[src/rtl/ram8_bank.sv]
// ram8_bank: eight-word register memory with a sequenced clear engine.
//
// Words are written through a one-hot decode of `address` and read back
// through a combinational 8:1 mux. A clear request starts a sweep that
// zeroes one word per cycle, word 0 first, while writes are blocked.
//
// Optional feature macro: RAM8_BYPASS_EN
//   defined   : a pending write (load high, not busy) is shown on `out`
//               in the same cycle, ahead of the storing edge.
//   undefined : `out` always shows the stored word.
//
// State table:
//   state | meaning
//   IDLE  | accepting writes, waiting for a clear request
//   CLEAR | zeroing word[ptr] each edge; writes and clear requests ignored

module ram8_bank #(
    parameter int WIDTH = 16
) (
    input  logic             clk,
    input  logic             rst_n,
    input  logic [WIDTH-1:0] in,
    input  logic             load,
    input  logic [2:0]       address,
    input  logic             clear,
    output logic [WIDTH-1:0] out,
    output logic             busy
);

    typedef enum logic {
        IDLE  = 1'b0,
        CLEAR = 1'b1
    } state_t;

    state_t           state;
    state_t           state_nxt;
    logic [2:0]       ptr;
    logic [2:0]       ptr_nxt;
    logic [7:0]       we;
    logic [7:0]       sweep;
    logic [WIDTH-1:0] mem [8];
    logic [WIDTH-1:0] rd_word;

    // busy comes straight from the state register, so it is glitch-free and
    // rises the cycle after clear is sampled.
    assign busy = (state == CLEAR);

    // State and sweep pointer registers.
    always_ff @(posedge clk or negedge rst_n) begin
        if (!rst_n) begin
            state <= IDLE;
            ptr   <= 3'd0;
        end else begin
            state <= state_nxt;
            ptr   <= ptr_nxt;
        end
    end

    // Next-state logic: one pass over all eight words, then back to IDLE.
    // A clear still high on return starts a fresh sweep from IDLE.
    always_comb begin
        state_nxt = state;
        ptr_nxt   = ptr;
        unique case (state)
            IDLE: begin
                if (clear) begin
                    state_nxt = CLEAR;
                    ptr_nxt   = 3'd0;
                end
            end
            CLEAR: begin
                ptr_nxt = ptr + 3'd1;
                if (ptr == 3'd7) begin
                    state_nxt = IDLE;
                end
            end
            default: begin
                state_nxt = IDLE;
                ptr_nxt   = 3'd0;
            end
        endcase
    end

    // One-hot write enable; loads arriving during a sweep are dropped.
    always_comb begin
        we = 8'd0;
        if (load && !busy) begin
            we[address] = 1'b1;
        end
    end

    // One-hot sweep select for the word being cleared this cycle.
    always_comb begin
        sweep = 8'd0;
        if (busy) begin
            sweep[ptr] = 1'b1;
        end
    end

    // Word storage. we and sweep are mutually exclusive because we is gated
    // by busy, so the order of the two branches only matters for clarity.
    for (genvar i = 0; i < 8; i++) begin : g_word
        // Store or zero word i on the rising edge.
        always_ff @(posedge clk or negedge rst_n) begin
            if (!rst_n) begin
                mem[i] <= '0;
            end else if (sweep[i]) begin
                mem[i] <= '0;
            end else if (we[i]) begin
                mem[i] <= in;
            end
        end
    end

    // 8:1 read mux, zero latency from address.
    always_comb begin
        rd_word = mem[address];
    end

    // Output select. Held at zero while reset is asserted so a bypassed
    // pending write cannot leak out during reset.
    always_comb begin
        out = rd_word;
`ifdef RAM8_BYPASS_EN
        if (load && !busy) begin
            out = in;
        end
`endif
        if (!rst_n) begin
            out = '0;
        end
    end

endmodule

[config.mk]
export PLATFORM = sky130hd
export DESIGN_NAME = ram8_bank
export DESIGN_NICKNAME = d
export VERILOG_FILES = /design/src/rtl/ram8_bank.sv
export SDC_FILE = /design/constraint.sdc
export NUM_CORES = 1
export LEC_CHECK = 0
export CAP_MARGIN = 20
export CORE_AREA = 2 2 113 115
export DETAILED_ROUTE_END_ITERATION = 16
export DIE_AREA = 0 0 115 117
export GPL_ROUTABILITY_DRIVEN = 0
export GPL_TIMING_DRIVEN = 1
export HOLD_SLACK_MARGIN = 0.15
export PLACE_DENSITY = 0.86
export SLEW_MARGIN = 10
export SYNTH_ARGS = -nofsm -noshare
export SYNTH_HDL_FRONTEND = slang
export SYNTH_SLANG_ARGS = --single-unit
[constraint.sdc]
create_clock -name clk -period 2.4 [get_ports clk]
set_clock_uncertainty 0.1 [all_clocks]
set_input_delay 0.24 -clock clk [delete_from_list [all_inputs] [get_ports clk]]
set_output_delay 0.24 -clock clk [all_outputs]
set_load 0.01 [all_outputs]
==> summary.txt, run 1 <==
Status
  • Outcome: completed

Setup path
  • CP Capture Type: output pin
  • Setup crit start kind: input port
  • CP arrival: 2040 ps
  • CP required: 2060 ps
  • Max Fanout on Critical Path: 9
  • Crit Path Class: input port to output pin

Synthesis
  • Synth Instances: 773
  • Primary FF master, synth: dfrtp_1
  • Synth warnings: 0
  • Sequential fraction of the synthesis area: 49.91%
  • EDFF count, synth: 0
  • Most frequent cell after synthesis: nand2_1
  • Post-synth top cells: nand2_1, dfrtp_1, o21ai_0
  • Ranking of synthesized cells by area: dfrtp_1, nand2_1, o21ai_0, nand3_1, a221oi_1
  • Syn avg cell area: 8.563 um2
  • Asr flop ratio synth: 100.0%
  • Leading area contributor after synthesis: dfrtp_1
  • #FFs+latches synth: 132
  • Syn Nets: 798
  • Top cell type's share of synthesized area: 49.91%
  • Post-synthesis cell area: 6619 um2
  • Synth unique cells: 40

Clock tree
  • Later-pin clock latency in the skew report: 420 ps
  • Htree depth: 4
  • CTS tree: yes
  • Clock tree root driver cell: clkbuf_16
  • Clock Path Buffers: 2
  • Register clock-pin slew on the reported worst setup and hold paths: 60 ps
  • TritonCTS Sinks: 132
  • CTS Buf Count: 17
  • Setup Buffers After CTS: 0

Timing
  • Slew headroom: 41.30%
  • Final Setup Violations: 0
  • Min cycle time layout: 2384 ps
  • Setup TNS: 0 ps
  • Worst Tran Pin Value: 877.5 ps
  • Period utilisation layout: 99.32%
  • Max frequency: 419.5 MHz
  • Final hold vios: 0
  • Fin. max-slew vios: 0

Layout
  • Fraction of layout cells with a size suffix above 1: 14.46%
  • Ant. Diodes: 0
  • Post-layout util: 64.57%
  • Nets: 849
  • Area Overhead vs Synth: 20.11%

Power
  • Leakage: 0.003677 uW
  • Net Sw Frac: 33.06%
  • Switching pwr: 2540 uW
  • Cell internal pwr: 5144 uW
  • Worst vdd ir: 0.0005577 V
  • Clock share of power: 32.3%
  • Cell Pwr Density: 966.6 nW/um2
  • Comb power frac: 24.6%
  • Seq pwr share: 43.1%

Route
  • DRT iter0 DRCs: 697
  • WL/cell: 20.17 um
  • DR pass1 iterations: 6
  • Drt drc: 0
  • Vias: 6142
  • Antenna viol nets, final: 0
  • DRT Wirelength: 19.91 mm
  • Via-to-Cell Ratio: 6.223

Floorplan
  • Die height: 117 um
  • Die X: 115 um
  • Num ports: 40
  • Core ar.: 12310 um2
  • Initial Util: 53.76%
  • Die area: 13460 um2
  • Rows: 41

GRT
  • Largest net degree at the start of global routing: 34
  • Met3 usage: 7.930%
  • Global route total overflow: 0
  • Antenna violations before repair: 0
  • Vias in the first global route: 5900
  • GR Util met2: 49.41%
  • Most Crowded Layer GR: met2
  • Met1 GRT Util: 40.13%
  • Gr usage total: 31.00%
  • First-pass GRT wire length: 31.07 mm

Placement
  • # port buffers: 39
  • Detail Placement HPWL: 12.62 mm

Run
  • Max Cap Viol: 0

Hold path
  • Min-delay worst type: input port to asynchronous set/reset pin
sequential cells by signal, summed over array words and instances (netlist names):
name,cells
ptr,3
busy,1
mem,128
stage by stage:
step                setup WS (ps)  hold WS (ps)  area, um2  instances  power [uW]
finish                      16.38         337.5       7950        987        7685
global route               -37.13         361.2       7950        987        8032
CTS                         1.901         322.1       7929        987        7641
detailed placement         -297.0         18.45       7310        951        5131
global placement           -278.1         21.12       7310        951        5050
floorplan                   740.4        -155.6       6619        773        4371
critical path: stages:
cell,delay [ps]
clkdlybuf4s15_2,250
and2_1,200
buf_4,190
a221oi_1,410
a21oi_1,100
o2bb2ai_1,150
clkdlybuf4s50_1,490
repair_timing:
item | 4_1_cts | 5_1_grt
pin swaps | 0 | 0
endpoints found under the setup margin | 16 | 13
gates resized for setup | 12 | 9
endpoints found under the hold margin | 132 | 0
hold buffers | 4 | 0
path summary, 6_finish.rpt:
kind | startpoint | to | slack (ps) | cells past startpoint
max | address[0] | out[15] | 20 | 7
max in group asynchronous | rst_n | mem[42]$_DFFE_PN0P_ | 910 | 3
max reg2reg | ptr[0]$_DFFE_PN0P_ | mem[120]$_DFFE_PN0P_ | 600 | 4
min in group clk | clear | ptr[2]$_DFFE_PN0P_ | 380 | 2
min reg2reg | mem[56]$_DFFE_PN0P_ | mem[56]$_DFFE_PN0P_ | 400 | 2
min | rst_n | mem[104]$_DFFE_PN0P_ | 340 | 3
final cells by class:
cell class | instances | area, um2
Timing Repair Buffer | 105 | 927.1
Sequential cell | 132 | 3303
Inverter | 1 | 3.754
Clock inverter | 8 | 75.07
Tap cell | 150 | 187.7
Clock buffer | 24 | 491.7
Fill cell | 911 | 4362
Multi-Input combinational cell | 567 | 2962
power by group through the flow:
stage	Sequential (uW)	Clock, uW	Combinational [uW]
after floorplan	3190	0	1180
after global placement	3290	0	1760
after detailed placement	3300	0	1830
after CTS	3290	2480	1860
after global routing	3380	2580	2080
final	3310	2480	1890
kinds of logic after synthesis:
family	count (synthesis)	share of synthesized area (%)
adder cells (fa/ha/maj)	2	0.3780
AO/OA/AOI/OAI	172	16.12
flip-flops	132	49.91
AND/OR/NAND/NOR	378	25.03
buffers and inverters	74	5.860
multiplexers	15	2.703
per-layer routing:
layer  wire length [um]  part of all wire, %  vias to the layer above
li1                   -                    -                     2711
met3               2375                   12                       76
met4                749                  3.8                        0
met5                  0                    0                        -
met2               9186                   46                      445
met1               7593                   38                     2910
placed cells by master, fill, tap and decap left out, types with 3 or more instances in the layout:
| cell | instances |
|---|---|
| mux2_2 | 3 |
| buf_6 | 3 |
| a22o_1 | 6 |
| clkinv_2 | 4 |
| nand2b_1 | 4 |
| dlygate4sd2_1 | 3 |
| dlymetal6s2s_1 | 3 |
| and2b_1 | 3 |
| clkbuf_1 | 3 |
| clkbuf_16 | 17 |
| o2bb2ai_1 | 10 |
| o21ai_1 | 19 |
| o21ai_0 | 74 |
| clkbuf_8 | 4 |
| dlygate4sd3_1 | 4 |
| o22ai_1 | 3 |
| clkdlybuf4s50_1 | 29 |
| mux2i_1 | 10 |
| a21oi_1 | 13 |
| nand3_1 | 43 |
| buf_4 | 58 |
| dfrtp_1 | 132 |
| nand3_2 | 11 |
| a221oi_1 | 20 |
| a31oi_1 | 3 |
| nor2b_1 | 17 |
| nand2_1 | 274 |
| a22oi_1 | 10 |
| nor2_1 | 8 |
| a21boi_0 | 10 |
| a221oi_2 | 3 |
Power figures use the tool's default switching activity.
==> run 2: changes to the inputs <==
- CTS_CLUSTER_DIAMETER: not set -> 50
==> results of run 2 <==
The final DEF is identical to that of run 1; final timing and power are the same.
==> run 3: changes to the inputs <==
- SLEW_MARGIN: 10 -> 20
==> results of run 3 <==
The final DEF is identical to that of run 1; final timing and power are the same.
